File: src/rtl/spi_slave_if.sv
// SPI mode-0 peripheral front-end for the CSR core: oversamples sclk/cs_n/mosi on clk,
// deserialises MOSI into bytes and serialises core read data onto MISO.

module spi_sync_bit #(
    parameter int   STAGES  = 2,
    parameter logic RST_VAL = 1'b0
) (
    input  logic clk,
    input  logic rst_bar,
    input  logic d,
    output logic q
);
    logic [STAGES-1:0] ff;

    always_ff @(posedge clk or negedge rst_bar) begin
        if (!rst_bar) ff <= {STAGES{RST_VAL}};
        else          ff <= {ff[STAGES-2:0], d};
    end

    assign q = ff[STAGES-1];
endmodule

module spi_slave_if #(
    parameter int                    DATA_WIDTH  = 8,
    parameter int                    SYNC_STAGES = 2,
    parameter logic [DATA_WIDTH-1:0] DEFAULT_TX  = {DATA_WIDTH{1'b0}}
) (
    input  logic                  clk,
    input  logic                  rst_bar,
    input  logic                  sclk,
    input  logic                  cs_n,
    input  logic                  mosi,
    output logic                  miso,
    output logic                  miso_oe,
    output logic [DATA_WIDTH-1:0] rx_data,
    output logic                  rx_rdy,
    output logic                  rx_first,
    input  logic [DATA_WIDTH-1:0] tx_data,
    input  logic                  tx_load,
    output logic                  tx_urun
);
    localparam int              CNT_W    = $clog2(DATA_WIDTH);
    localparam logic [CNT_W-1:0] LAST_BIT = CNT_W'(DATA_WIDTH - 1);
    // lane order {mosi, cs_n, sclk}; cs_n idles high so reset release never fakes a select
    localparam logic [2:0]      SYNC_RST = 3'b010;

    typedef enum logic [1:0] {IDLE, CMD, DATA} state_t;

    state_t                  state, state_nxt;
    logic [2:0]              pin_raw, pin_s;
    logic [1:0]              pin_q;
    logic                    sclk_rise, sclk_fall, cs_fall, cs_rise, mosi_bit;
    logic [CNT_W-1:0]        bit_cnt;
    logic [DATA_WIDTH-1:0]   rx_shift, tx_shift, tx_hold;
    logic                    tx_pend, bnd;
    logic                    last_bit, in_frame;

    assign pin_raw = {mosi, cs_n, sclk};

    for (genvar i = 0; i < 3; i++) begin : g_sync
        spi_sync_bit #(.STAGES(SYNC_STAGES), .RST_VAL(SYNC_RST[i])) u_sync (
            .clk(clk), .rst_bar(rst_bar), .d(pin_raw[i]), .q(pin_s[i])
        );
    end

    // Registered events; mosi is captured on the same edge so it lines up with sclk_rise.
    always_ff @(posedge clk or negedge rst_bar) begin
        if (!rst_bar) begin
            pin_q     <= 2'b10;
            sclk_rise <= 1'b0;
            sclk_fall <= 1'b0;
            cs_fall   <= 1'b0;
            cs_rise   <= 1'b0;
            mosi_bit  <= 1'b0;
        end else begin
            pin_q     <= pin_s[1:0];
            sclk_rise <=  pin_s[0] & ~pin_q[0];
            sclk_fall <= ~pin_s[0] &  pin_q[0];
            cs_fall   <= ~pin_s[1] &  pin_q[1];
            cs_rise   <=  pin_s[1] & ~pin_q[1];
            mosi_bit  <=  pin_s[2];
        end
    end

    assign last_bit = (bit_cnt == LAST_BIT);

    always_ff @(posedge clk or negedge rst_bar) begin
        if (!rst_bar) state <= IDLE;
        else          state <= state_nxt;
    end

    always_comb begin
        state_nxt = state;
        miso_oe   = 1'b0;
        in_frame  = 1'b0;
        case (state)
            IDLE: if (cs_fall) state_nxt = CMD;
            CMD: begin
                miso_oe  = 1'b1;
                in_frame = 1'b1;
                if (cs_rise)                    state_nxt = IDLE;
                else if (sclk_rise && last_bit) state_nxt = DATA;
            end
            DATA: begin
                miso_oe  = 1'b1;
                in_frame = 1'b1;
                if (cs_rise) state_nxt = IDLE;
            end
            default: state_nxt = IDLE;
        endcase
    end

    always_ff @(posedge clk or negedge rst_bar) begin
        if (!rst_bar) begin
            bit_cnt  <= '0;
            rx_shift <= '0;
            rx_data  <= '0;
            rx_rdy   <= 1'b0;
            rx_first <= 1'b0;
            tx_shift <= '0;
            tx_hold  <= '0;
            tx_pend  <= 1'b0;
            bnd      <= 1'b0;
            miso     <= 1'b0;
            tx_urun  <= 1'b0;
        end else begin
            rx_rdy  <= 1'b0;
            tx_urun <= 1'b0;
            if (!in_frame) begin
                bit_cnt <= '0;
                bnd     <= 1'b0;
                miso    <= 1'b0;
                // the command byte always answers with DEFAULT_TX
                if (cs_fall) begin
                    miso     <= DEFAULT_TX[DATA_WIDTH-1];
                    tx_shift <= {DEFAULT_TX[DATA_WIDTH-2:0], 1'b0};
                end
            end else if (cs_rise) begin
                bit_cnt  <= '0;
                rx_shift <= '0;
                bnd      <= 1'b0;
                miso     <= 1'b0;
                tx_hold  <= '0;
                tx_pend  <= 1'b0;
            end else begin
                if (sclk_rise) begin
                    rx_shift <= {rx_shift[DATA_WIDTH-2:0], mosi_bit};
                    bit_cnt  <= last_bit ? '0 : bit_cnt + 1'b1;
                    if (last_bit) begin
                        rx_data  <= {rx_shift[DATA_WIDTH-2:0], mosi_bit};
                        rx_rdy   <= 1'b1;
                        rx_first <= (state == CMD);
                        bnd      <= 1'b1;
                    end
                end
                if (sclk_fall) begin
                    if (bnd) begin
                        bnd <= 1'b0;
                        if (tx_pend) begin
                            miso     <= tx_hold[DATA_WIDTH-1];
                            tx_shift <= {tx_hold[DATA_WIDTH-2:0], 1'b0};
                            tx_pend  <= 1'b0;
                        end else begin
                            miso     <= DEFAULT_TX[DATA_WIDTH-1];
                            tx_shift <= {DEFAULT_TX[DATA_WIDTH-2:0], 1'b0};
                            tx_urun  <= 1'b1;
                        end
                    end else begin
                        miso     <= tx_shift[DATA_WIDTH-1];
                        tx_shift <= {tx_shift[DATA_WIDTH-2:0], 1'b0};
                    end
                end
            end
            // placed last so a load coincident with a consuming fall survives to the next boundary
            if (tx_load && !(in_frame && cs_rise)) begin
                tx_hold <= tx_data;
                tx_pend <= 1'b1;
            end
        end
    end
endmodule

File: config.mk
export PLATFORM = sky130hd
export DESIGN_NAME = spi_slave_if
export DESIGN_NICKNAME = d
export VERILOG_FILES = /design/src/rtl/spi_slave_if.sv
export SDC_FILE = /design/constraint.sdc
export NUM_CORES = 1
export LEC_CHECK = 0
export ABC_AREA = 1
export CAP_MARGIN = 20
export CORE_ASPECT_RATIO = 0.8
export CORE_UTILIZATION = 39
export DETAILED_ROUTE_END_ITERATION = 10
export PLACE_DENSITY = 0.67
export SLEW_MARGIN = 40
export SYNTH_ARGS = -nofsm -noshare
export SYNTH_HDL_FRONTEND = slang
export SYNTH_SLANG_ARGS = --single-unit
File: constraint.sdc
create_clock -name clk -period 4.15 [get_ports clk]
set_clock_uncertainty 0.15 [all_clocks]
set_input_delay 0.415 -clock clk [delete_from_list [all_inputs] [get_ports clk]]
set_output_delay 0.415 -clock clk [all_outputs]
set_load 0.005 [all_outputs]
======== Yosys cells after proc, flatten, opt, wreduce, memory -nomap -nowiden ========
Cells that the tools add are included.
word-level totals
  register bits after elaboration ......... 55
  output and inout bits ................... 13
operators by class
  add/subtract/negate cells ............... 1
  reduce and logical (&&, ||, !) cells .... 18
  bitwise operators ....................... 9
  mux-type cells .......................... 46
  eq/ne operators ......................... 10
operators by type and width
  cell                                                              count
  8-bit 2-to-1 mux                                                  9
  1-bit 2-to-1 mux                                                  26
  7-bit 2-to-1 mux                                                  2
  3-bit 2-to-1 mux                                                  4
  3-bit != test (second input constant)                             3
  3-bit AND reduction                                               3
  2-bit 2-to-1 mux                                                  4
  2-bit != test (second input constant)                             4
  2-bit nonzero test                                                4
  2-bit case mux with 3 select lines                                1
  3-bit nonzero test                                                2
  1-bit NOT                                                         5
  1-bit AND                                                         4
  2-bit AND reduction                                               2
  4-bit AND reduction                                               1
  3-bit by 1-bit adder with 3-bit output (second input constant)    1
  3-bit == test (second input constant)                             1
  1-bit logical AND                                                 3
  2-bit by 1-bit == test with 1-bit output (second input constant)  1
  2-bit == test (second input constant)                             1
  2-bit zero test                                                   1
  2-bit OR reduction                                                1
  1-bit zero test                                                   1

======== Depth between registers and ports, before layout ========
  word-level depth ........................ 8
  mapped depth ............................ 8
  mapped depth without buffers ............ 8

======== Cells and area by module ========
A second synthesis with hierarchy kept.
unflattened totals
  cells, all modules ...................... 228
  area total of the unflattened synthesis .. 2219.6 µm²
modules (own cells, without submodules)
  module                                cells each  area each (µm²)  times used
  spi_slave_if                          222         2067.0           1
  spi_sync_bit at g_sync[0].u_sync ...  2           50.0             2
  spi_sync_bit at g_sync[1].u_sync      2           52.6             1

======== Worst setup path before layout ========
Ideal clock, no wire load.
  path kind ............................... register -> register
  from .................................... reg state[0]
  to ...................................... reg rx_data[6]
  setup slack ............................. 2599 ps
  data arrival time ....................... 1280 ps
  cell stages (with the launch flop) ...... 9
  period minus slack after synthesis ...... 1551 ps
  required time ........................... 3879 ps
  setup time .............................. 121 ps
  path through ............................ dfrtp_1 inv_1 ha_1 inv_2 nor2_8 nand2_4 buf_6 nand2_1 o21ai_1
on the way
  word-level cells in the longest chain between the ends .. 4
  elaborated cells between the ends (all ways) .. 5
  classes of those cells .................. eq/ne: 2; mux: 1; reduce/logical: 2
ends and longest elaborated chain
  item                                                                       line  text
  from (decl)                                                                49    state_t state, state_nxt;
  from (signal assigned)                                                     89    else state <= state_nxt;
  2-bit by 1-bit == test with 1-bit output or 2-bit == test (tied branches)  --
  2-bit OR reduction (no line) *                                             --
  1-bit 2-to-1 mux *                                                         --
  via miso_oe                                                                34    output logic miso_oe,
  4-bit AND reduction (no line) *                                            --
  to (signal assigned)                                                       150   rx_data <= {rx_shift[DATA_WIDTH-2:0], mosi_bit};
  to (decl)                                                                  35    output logic [DATA_WIDTH-1:0] rx_data,
Mark *: on every way through the listed nets, which the timed path passes. The rest lies on a longest branch.
A chain may end at the register's enable or synchronous reset.

======== Worst setup path in the final report ========
  from .................................... reg state[0]
  to ...................................... out miso_oe
on the way
  word-level cells in the longest chain between the ends .. 3
  elaborated cells between the ends (all ways) .. 4
  classes of those cells .................. eq/ne: 2; mux: 1; reduce/logical: 1
ends and longest elaborated chain
  item                                                                       line  text
  2-bit by 1-bit == test with 1-bit output or 2-bit == test (tied branches)  96    case (state)
  2-bit OR reduction (no line) *                                             --
  1-bit 2-to-1 mux *                                                         96
  to (decl)                                                                  34
Every way passes the cells marked *; elsewhere a longest branch is shown, timed or not.

==> summary.txt <==
STA
  • Hold_ws: 0.204 ns
  • Pins over their slew limit: 0
  • Fmax: 456 MHz
  • Final Cycle Share: 52.8%
  • RSZ-0062 raised after global routing: false
  • # setup viols final: 0
  • Worst slew pin tran: 0.554 ns
  • Final Hold Vio Count: 0
  • Sum Neg Setup Slack: 0 ns
  • Period minus WS final: 2.19 ns
  • Relative slew slack: 63.1%

CTS
  • CTS HTree Levels: 2
  • Clk_lat worst skew: 0.29 ns
  • Clock Sinks: 54
  • Clk slew on worst S/H paths: 0.08 ns
  • Post-CTS resize count: 0
  • Root buf cell: clkbuf_8
  • Num CTS Buffers: 5
  • Hold_buf cts: 1
  • Post-CTS Setup Inserts: 0
  • CTS tree: done
  • Max clock buf depth: 2

Logic synthesis
  • Syn_nets: 249
  • Mean Syn Cell Area: 9.45 um^2
  • Synth Area in Adders: 2.88%
  • Synthesized flop and latch total: 54
  • Complex-gate fraction of the synthesized area: 8.06%
  • Mapped cell area: 2170 um^2
  • Sequential cell area fraction in the yosys report: 62.3%
  • Mux share of post-synthesis cell area: 0%
  • Main combinational cell family by area after synthesis: simple AND/OR/NAND/NOR gates
  • Synthesis warning total: 0
  • Simple-gate share of the synthesized area: 18.8%
  • Unique masters post-synth: 20
  • Xor/xnor share of the synthesized area: 0%
  • Syn Inst Count: 230

Final layout
  • Fraction of layout cells with a size suffix above 1: 6.90%
  • Final Net Count: 280
  • Non-Filler Instances: 323
  • Area Overhead vs Synth: 18.5%
  • # diodes: 0
  • Design Area, Final: 2570 um^2

Placed design
  • I/O Buffers: 26
  • Placer Congestion: 0.778
  • DP Cell Count: 315
  • Dpl hpwl: 2.72 mm
  • Post-Place Cell Area: 2490 um^2

Global route
  • Grt ovf: 0
  • Largest net degree at the start of global routing: 30
  • First-pass GRT wire length: 6.73 mm
  • Vias in the first global route: 1,448
  • Initial antenna violation count: 0
  • GRT Overall Usage: 15.1%

Setup path
  • R2R Setup Slk: 2.29 ns
  • Worst setup path startpoint: state[0]
  • WP data arrival: 1.63 ns
  • CP Capture Type: output pin
  • Setup CP Type: flip-flop to output pin
  • Critical R2R Capture: tx_hold[4]
  • Req. time, crit path: 3.59 ns
  • Critical path startpoint category: flip-flop
  • Critical path peak fanout: 4
  • Worst Reg-to-Reg Cells: 5
  • Reg2reg start: state[0]

Pwr
  • Pwr Density: 408 nW/um^2
  • Leakage Power: 1.26 nW
  • Peak VDD IR: 0.212 mV

Routing
  • Drt wl/cell: 11.7 um
  • 1st-pass router iterations: 4
  • DR vias/cell: 4.71
  • Routed Antenna Nets: 0
  • Post-route DRC: 0
  • Drt total wl: 3.79 mm
  • Drt initial violations: 116
  • Via count: 1,522

Die
  • Row cnt: 23
  • Die Wd: 85.5 um
  • # IOs: 27
  • Initial Util: 42.0%
  • Core area: 5180 um^2
  • Die height: 68.8 um
  • Die Footprint: 5880 um^2

Worst hold path
  • Hold worst-path end: mosi_bit
  • Hold path depth: 0
  • Hold Path Origin: g_sync[2].u_sync.ff[1]
  • Worst min path class: flip-flop to flip-flop

Run
  • Max-cap viol count: 0

Status
  • Outcome: finished, final reports clean
==> layer usage <==
layer  part of all wire (%)  up-vias  track usage (%)
met1                     51      709             20.8
met4                   0.90        0             5.63
met3                    5.7        2             3.93
met5                      0        -                0
li1                       -      781                -
met2                     42       30             23.4
==> power breakdown <==
group	switching, W	leakage, nW	internal [W]
clock network	0.000152	0.0383	0.000117
registers	0.0000216	0.705	0.000567
logic	0.000124	0.514	0.0000692
==> area by class of cell <==
cell class	instances	area, um^2
multi-input cells	133	647
clock buffers	7	76.3
repair buffers	28	273
inverters	39	146
flip-flops and latches	54	1360
fillers	489	2610
well taps	62	77.6
==> state kept, by name (all words and copies together), names as in the netlist <==
name / count
g_sync.u_sync.ff: 6
cs_fall: 1
mosi_bit: 1
cs_rise: 1
rx_data: 8
sclk_rise: 1
rx_rdy: 1
miso: 1
rx_shift: 7
bnd: 1
pin_q: 2
rx_first: 1
tx_shift: 7
bit_cnt: 3
state: 2
sclk_fall: 1
tx_urun: 1
tx_pend: 1
tx_hold: 8
==> stage by stage <==
step | utilization, % | power, W | worst slack (ns)
floorplan | - | 0.000724 | 2.60
global placement | 48.0 | 0.000788 | 2.30
detailed placement | 48.0 | 0.000793 | 2.29
CTS | 49.7 | 0.00106 | 1.94
global route | 49.7 | 0.00112 | 1.85
finish | 49.7 | 0.00105 | 1.96
==> worst max-delay path, cell delays in order (launching register included) <==
cell	delay (ns)
dfrtp_1	0.38
inv_1	0.07
ha_1	0.35
clkdlybuf4s50_1	0.54
==> cells in the final DEF (no fill, tap or decap) <==
cell and n:
buf_2 1, buf_4 1, clkbuf_1 2, clkbuf_8 5
clkdlybuf4s50_1 25, clkinv_1 3, dfrtp_1 51, dfstp_2 3
dlygate4sd3_1 1, ha_1 5, inv_1 32, inv_2 4
nand2_1 60, nand2_2 2, nand2_4 1, nand3_1 17
nor2_1 12, nor2_8 1, nor3_1 2, o211ai_1 1
o21ai_0 9, o21ai_1 17, o22ai_1 6
==> synth_stat cells <==
cell | count | share of area, %
nand2_1 | 60 | 10
dfrtp_1 | 51 | 59
inv_1 | 32 | 5.5
nand3_1 | 17 | 3.9
o21ai_1 | 17 | 3.9
nor2_1 | 12 | 2.1
o21ai_0 | 9 | 2.1
o22ai_1 | 6 | 1.7
ha_1 | 5 | 2.9
inv_2 | 4 | 0.69
clkinv_1 | 3 | 0.52
dfstp_2 | 3 | 3.6
buf_2 | 2 | 0.46
nand2_2 | 2 | 0.58
nor3_1 | 2 | 0.46
buf_6 | 1 | 0.52
clkbuf_1 | 1 | 0.17
nand2_4 | 1 | 0.52
nor2_8 | 1 | 0.92
o211ai_1 | 1 | 0.35
==> kinds of logic (layout without fill, tap and decap cells) <==
kind of cell    count (synthesis)  count (layout)
buf+inv                        43              74
fa+ha+maj                       5               5
compound gates                 33              33
simple gates                   95              95
flops                          54              54
==> how the worst max path moves through the flow <==
stage	slack, ns	end
after global routing	1.85	miso_oe
final	1.96	miso_oe
after detailed placement	2.29	miso_oe
after CTS	1.94	miso_oe
after global placement	2.30	miso_oe
after floorplan	2.60	rx_data[6]
Note: power is estimated with default switching activity, not from simulation.
